### src/rtl/alu_rr_sched_if.sv
// Client request, ALU drive and response bundle for the round-robin ALU scheduler.
// The slave modport is the scheduler's view; the master modport is the environment's view.
interface alu_rr_sched_if #(
    parameter int N_REQ = 4,
    parameter int ID_W  = 2
);
    logic [N_REQ-1:0]   req_valid;
    logic [N_REQ-1:0]   req_ready;
    logic [4*N_REQ-1:0] req_a;
    logic [4*N_REQ-1:0] req_b;
    logic [2*N_REQ-1:0] req_sel;

    logic [3:0]         alu_a;
    logic [3:0]         alu_b;
    logic [1:0]         alu_sel;
    logic [7:0]         alu_f;

    logic               rsp_valid;
    logic               rsp_ready;
    logic [ID_W-1:0]    rsp_id;
    logic [7:0]         rsp_data;
    logic               rsp_dz;

    modport slave (
        input  req_valid, req_a, req_b, req_sel, alu_f, rsp_ready,
        output req_ready, alu_a, alu_b, alu_sel, rsp_valid, rsp_id, rsp_data, rsp_dz
    );

    modport master (
        output req_valid, req_a, req_b, req_sel, alu_f, rsp_ready,
        input  req_ready, alu_a, alu_b, alu_sel, rsp_valid, rsp_id, rsp_data, rsp_dz
    );
endinterface

### src/rtl/alu_rr_sched.sv
// Round-robin share of one external combinational ALU; result registered one cycle after accept.
// A held response with rsp_ready low blocks all grants; drain and new accept may share a cycle.
module alu_rr_sched #(
    parameter int N_REQ = 4,
    parameter int ID_W  = 2,
    parameter int CNT_W = 16
) (
    input  logic             clk,
    input  logic             rst_n,
    input  logic             sched_en,
    alu_rr_sched_if.slave    bus,
    output logic [CNT_W-1:0] op_count
);
    typedef enum logic {RSP_EMPTY, RSP_FULL} rsp_state_t;

    rsp_state_t       state_q;
    logic [ID_W-1:0]  rr_ptr_q;
    logic [ID_W-1:0]  rr_ptr_d;
    logic [ID_W-1:0]  rsp_id_q;
    logic [7:0]       rsp_data_q;
    logic             rsp_dz_q;
    logic [CNT_W-1:0] cnt_q;

    logic             slot_free;
    logic             grant_vld;
    logic [ID_W-1:0]  grant_idx;
    logic             dz_d;

    assign slot_free = (state_q == RSP_EMPTY) || bus.rsp_ready;

    // Search upward from rr_ptr; with no grant the index rests on rr_ptr so the ALU lines stay defined.
    always_comb begin
        int idx;
        idx       = 0;
        grant_vld = 1'b0;
        grant_idx = rr_ptr_q;
        if (rst_n && sched_en && slot_free) begin
            for (int k = 0; k < N_REQ; k++) begin
                idx = (int'(rr_ptr_q) + k) % N_REQ;
                if (!grant_vld && bus.req_valid[idx]) begin
                    grant_vld = 1'b1;
                    grant_idx = idx[ID_W-1:0];
                end
            end
        end
    end

    always_comb begin
        bus.req_ready = '0;
        if (grant_vld) begin
            bus.req_ready[grant_idx] = 1'b1;
        end
    end

    assign bus.alu_a   = bus.req_a[grant_idx*4 +: 4];
    assign bus.alu_b   = bus.req_b[grant_idx*4 +: 4];
    assign bus.alu_sel = bus.req_sel[grant_idx*2 +: 2];

    assign dz_d     = (bus.alu_sel == 2'b11) && (bus.alu_b == 4'd0);
    assign rr_ptr_d = (grant_idx == ID_W'(N_REQ - 1)) ? '0 : grant_idx + 1'b1;

    always_ff @(posedge clk or negedge rst_n) begin
        if (!rst_n) begin
            state_q    <= RSP_EMPTY;
            rr_ptr_q   <= '0;
            rsp_id_q   <= '0;
            rsp_data_q <= '0;
            rsp_dz_q   <= 1'b0;
            cnt_q      <= '0;
        end else if (grant_vld) begin
            state_q    <= RSP_FULL;
            rr_ptr_q   <= rr_ptr_d;
            rsp_id_q   <= grant_idx;
            rsp_data_q <= bus.alu_f;
            rsp_dz_q   <= dz_d;
            cnt_q      <= cnt_q + 1'b1;
        end else if (bus.rsp_ready) begin
            state_q    <= RSP_EMPTY;
        end
    end

    assign bus.rsp_valid = (state_q == RSP_FULL);
    assign bus.rsp_id    = rsp_id_q;
    assign bus.rsp_data  = rsp_data_q;
    assign bus.rsp_dz    = rsp_dz_q;
    assign op_count      = cnt_q;
endmodule

### src/flat_wrapper.sv
// flat-port wrapper written by rule: the top's interface ports become plain ports
module alu_rr_sched_flat 
#(
    parameter int N_REQ = 4,
    parameter int ID_W  = 2,
    parameter int CNT_W = 16
)
  (clk, rst_n, sched_en, op_count, bus_req_valid, bus_req_a, bus_req_b, bus_req_sel, bus_alu_f, bus_rsp_ready, bus_req_ready, bus_alu_a, bus_alu_b, bus_alu_sel, bus_rsp_valid, bus_rsp_id, bus_rsp_data, bus_rsp_dz);
  alu_rr_sched_if #(.N_REQ(N_REQ), .ID_W(ID_W)) bus_i ();
  input  logic clk;
  input  logic rst_n;
  input  logic sched_en;
  output logic [CNT_W-1:0] op_count;
  input wire logic [$bits(bus_i.req_valid)-1:0] bus_req_valid;
  input wire logic [$bits(bus_i.req_a)-1:0] bus_req_a;
  input wire logic [$bits(bus_i.req_b)-1:0] bus_req_b;
  input wire logic [$bits(bus_i.req_sel)-1:0] bus_req_sel;
  input wire logic [$bits(bus_i.alu_f)-1:0] bus_alu_f;
  input wire logic [$bits(bus_i.rsp_ready)-1:0] bus_rsp_ready;
  output wire logic [$bits(bus_i.req_ready)-1:0] bus_req_ready;
  output wire logic [$bits(bus_i.alu_a)-1:0] bus_alu_a;
  output wire logic [$bits(bus_i.alu_b)-1:0] bus_alu_b;
  output wire logic [$bits(bus_i.alu_sel)-1:0] bus_alu_sel;
  output wire logic [$bits(bus_i.rsp_valid)-1:0] bus_rsp_valid;
  output wire logic [$bits(bus_i.rsp_id)-1:0] bus_rsp_id;
  output wire logic [$bits(bus_i.rsp_data)-1:0] bus_rsp_data;
  output wire logic [$bits(bus_i.rsp_dz)-1:0] bus_rsp_dz;
  assign bus_i.req_valid = bus_req_valid;
  assign bus_i.req_a = bus_req_a;
  assign bus_i.req_b = bus_req_b;
  assign bus_i.req_sel = bus_req_sel;
  assign bus_i.alu_f = bus_alu_f;
  assign bus_i.rsp_ready = bus_rsp_ready;
  assign bus_req_ready = bus_i.req_ready;
  assign bus_alu_a = bus_i.alu_a;
  assign bus_alu_b = bus_i.alu_b;
  assign bus_alu_sel = bus_i.alu_sel;
  assign bus_rsp_valid = bus_i.rsp_valid;
  assign bus_rsp_id = bus_i.rsp_id;
  assign bus_rsp_data = bus_i.rsp_data;
  assign bus_rsp_dz = bus_i.rsp_dz;
  alu_rr_sched #(.N_REQ(N_REQ), .ID_W(ID_W), .CNT_W(CNT_W)) u_core (.clk(clk), .rst_n(rst_n), .sched_en(sched_en), .bus(bus_i), .op_count(op_count));
endmodule
### config.mk
export PLATFORM = sky130hd
export DESIGN_NAME = alu_rr_sched_flat
export DESIGN_NICKNAME = d
export VERILOG_FILES = /design/src/rtl/alu_rr_sched_if.sv /design/src/rtl/alu_rr_sched.sv /design/src/flat_wrapper.sv
export SDC_FILE = /design/constraint.sdc
export NUM_CORES = 1
export LEC_CHECK = 0
export BUFFER_PORTS_ARGS = -buffer_cell sky130_fd_sc_hd__clkbuf_2
export CAP_MARGIN = 20
export CORE_UTILIZATION = 30
export CTS_CLUSTER_DIAMETER = 40
export DETAILED_ROUTE_END_ITERATION = 10
export GPL_TIMING_DRIVEN = 0
export SLEW_MARGIN = 20
export SYNTH_ARGS = -nofsm -noshare
export SYNTH_HDL_FRONTEND = slang
export SYNTH_SLANG_ARGS = --single-unit
### constraint.sdc
create_clock -name clk -period 2.3 [get_ports clk]
set_input_delay 0.345 -clock clk [delete_from_list [all_inputs] [get_ports clk]]
set_output_delay 0.345 -clock clk [all_outputs]
set_load 0.01 [all_outputs]
==> summary.txt <==
Run status
  • Outcome: finished with violations
  • Violated checks: negative setup slack

Setup path
  • Reg2reg end: u_core.bus.rsp_dz
  • Worst endpoint required time: about 2.0 ns
  • Worst flop-to-flop path startpoint: u_core.rr_ptr_q[0]
  • R2R Setup Slk: -0.02 ns
  • Worst Setup End Kind: primary output
  • Worst Path Max Fanout: 5
  • Register-to-Register Path Depth: 9
  • WP data arrival: 2.32 ns
  • Worst setup SP type: flop
  • Slowest stage delay, CP: 0.52 ns
  • CP dominant cell by count: buf_8
  • CP max stage cell: mux4_2
  • WS Path Type: reg -> out
  • Cells along the critical path: inv_2, mux4_2, a21o_1, a21oi_4, buf_6, buf_8, inv_8, ha_4, and2_4, buf_8

Power and ir drop
  • Total Power: 0.00249 W
  • Peak VDD IR: around 0.00051 V
  • Sequential power share: 28.6%
  • Lkg Pwr: between 1 and 1.5 nW
  • Int Pwr: 0.00155 W
  • Comb power frac: a little over 50%
  • Sw frac: a little under two fifths
  • Clk pwr share: between 20% and 30%
  • PD cells: between 800 and 900 nW/um^2
  • NetSw: around 0.00093 W

STA
  • Worst Skew: around 0.0039 ns
  • Final min period: approximately 2.7 ns
  • Hold WS: between 0.03 and 0.04 ns
  • RSZ-0062 raised after global routing: yes
  • Final Hold Fails: 0
  • Slew @ Worst Pin: 0.485 ns
  • Slew Limit Fails: 0
  • Final setup viols: 15
  • Slew HR: approximately 68%
  • Fmax: between 0.3 and 0.4 GHz
  • Final period util: 116%
  • TNS Setup: -4.83 ns
  • Setup ws final: -0.367 ns

Placement
  • Post-Place Cells: 370
  • # port buffers: 97
  • Dpl ws: -1.13 ns
  • Placer Congestion: ~0.76
  • Dpl hpwl: between 3 and 4 mm

Die
  • Row count: 28
  • Horiz. Die Dim: 80.3 microns
  • Initial core utilization: between 30% and 40%
  • Die Ht: between 80 and 90 microns
  • # IOs: between 90 and 100
  • Total die area: roughly 6400 sq um
  • Core Box Area: about 5900 sq um

Clock tree
  • CTS tree: yes
  • Clock tree buffer depth: 2
  • Num CTS Buffers: 5
  • Clock Tree Root: clkbuf_8
  • H-tree level count: 2
  • Reg clk slew, reported paths: 0.06 ns
  • Clock Sinks: 30
  • Clock Latency Late Sink: roughly 0.28 ns

GRT
  • Initial antenna violation count: 0
  • GR Util All Layers: ~16%
  • Number of global-route vias before repair: 1739
  • Largest net degree at the start of global routing: 31
  • First-pass GRT wire length: ~8.1 mm
  • Grt total ovfl: 0

Logic synthesis
  • Syn. warnings: 0
  • Synth Register Bits: 30
  • Syn Inst Count: about 200
  • Post-synth EDFFs: 0
  • Mapped Area: between 1500 and 2000 sq um
  • Ranking of synthesized cells by area: dfrtp_1 41%, mux2i_1 9.3%, nand2_1 7.6%
  • Post-synth top area cell: dfrtp_1
  • Share of the synthesized area in the top cell type: 40.8%
  • Yosys cell types: 32
  • Syn avg cell area: around 9.3 sq um
  • Part of the Yosys area used for sequential elements: approximately two fifths
  • Async SR Flop Fraction: 100%
  • Top_reg_cell synth: dfrtp_1
  • Top-count cell post-synth: nand2_1
  • Net count after synthesis: between 200 and 300
  • Top cells by count, synth: 37 x nand2_1, 30 x dfrtp_1, 17 x mux2i_1, 12 x and2_1

Layout
  • Fillcell total: about 580
  • Cell Count, Final, Fillers Out: a little under 400
  • Sequential cell area: about 750 sq um
  • Layout net count: 374
  • Antenna diodes: 0
  • Area of the multi-input gates: ~1200 sq um
  • Area Overhead vs Synth: 53.4%
  • Layout cells sized above 1: 48.1%

Route
  • Initial DRT Pass Iterations: 4
  • # DRC: 0
  • Initial drt markers: 48
  • Wire per inst: 12.8 microns
  • Drt total wl: approximately 5.0 mm
  • Vias: 1804
  • Vias per inst: approximately 4.6
  • Final ANT Viol Nets: 0

Worst hold path
  • Worst Hold Class: in -> async

Flow run
  • Max cap viols: 0
## logic make-up after synthesis
kind of cell,Yosys count,share of synthesized area (%)
xor+xnor,15,7.15
compound gates,32,13.0
buf+inv,12,2.72
simple gates,86,22.4
flops,30,40.8
mux,18,10.5
fa+ha+maj,5,3.40
## worst max path at each step
stage / endpoint / slack, ns / cells past startpoint / startpoint
floorplan: bus_req_ready[1] / -0.1 / 9 / u_core.rr_ptr_q[0]
global placement: bus_alu_a[0] / -1.05 / 8 / rst_n
detailed placement: bus_alu_a[0] / -1.13 / 8 / rst_n
CTS: bus_req_ready[3] / -0.37 / 10 / u_core.rr_ptr_q[0]
global route: bus_alu_a[1] / -0.45 / 9 / u_core.rr_ptr_q[0]
finish: bus_req_ready[1] / -0.37 / 10 / u_core.rr_ptr_q[0]
## registers in the layout (all words and copies together), names as in the netlist
name / count
u_core.op_count: 16
u_core.bus.rsp_data: 8
u_core.bus.rsp_id: 2
u_core.rr_ptr_q: 2
u_core.bus.rsp_dz: 1
u_core.bus.rsp_valid: 1
## metrics by stage
| step | area, sq um | util, % |
|---|---|---|
| after floorplan | 1870 | - |
| after global routing | 2820 | 47.6 |
| after CTS | 2780 | 46.9 |
| final | 2820 | 47.6 |
| after global placement | 2450 | 41.4 |
| after detailed placement | 2450 | 41.4 |
## cell type report
cell class	instances	area share (%)
inverters	4	0.799
multi-input cells	156	41.5
plain buffers	8	2.00
well taps	75	3.33
repair buffers	108	21.9
clock inverters	3	1.42
clock buffers	5	2.44
flip-flops and latches	30	26.7
## layer usage
| metal | vias to the layer above | global-route usage (%) | routed length [microns] |
|---|---|---|---|
| met2 | 49 | 26.8 | 2440 |
| met5 | - | 0 | 0 |
| li1 | 923 | - | - |
| met1 | 830 | 21.0 | 2340 |
| met3 | 2 | 2.61 | 198 |
| met4 | 0 | 5.36 | 12 |
## placed cells by master, fill, tap and decap left out, types with 8 or more instances in the layout
master	instances
nand2_1	37
buf_4	10
nand4_1	8
xnor2_1	11
dfrtp_1	29
clkbuf_2	92
mux2i_1	15
and2_1	8
nor2_1	11
## what timing repair did
item                                    4_1_cts  5_1_grt
buffers inserted                              7        3
resized for setup                            27       10
pin swaps                                     3        2
endpoints found under the hold margin        30        0
endpoints found under the setup margin       21       15
hold buffers                                  1        0
## worst max-delay path, delay by kind of cell (launching register included)
kind	cells	cell delay, ns
AOI/OAI and AO/OA	2	0.37
adders and majority gates	1	0.14
buffers and inverters	5	0.47
DFF	1	0.42
muxes	1	0.52
and+or+nand+nor	1	0.13
## power by group through the flow
stage	sequential (W)	combinational, W	clock [W]
after detailed placement	0.000725	0.000983	0
after global placement	0.000723	0.000973	0
after floorplan	0.000744	0.000607	0
final	0.000711	0.00126	0.000515
after CTS	0.000710	0.00121	0.000534
after global routing	0.000729	0.00138	0.000554
(Power assumes the default switching activity.)
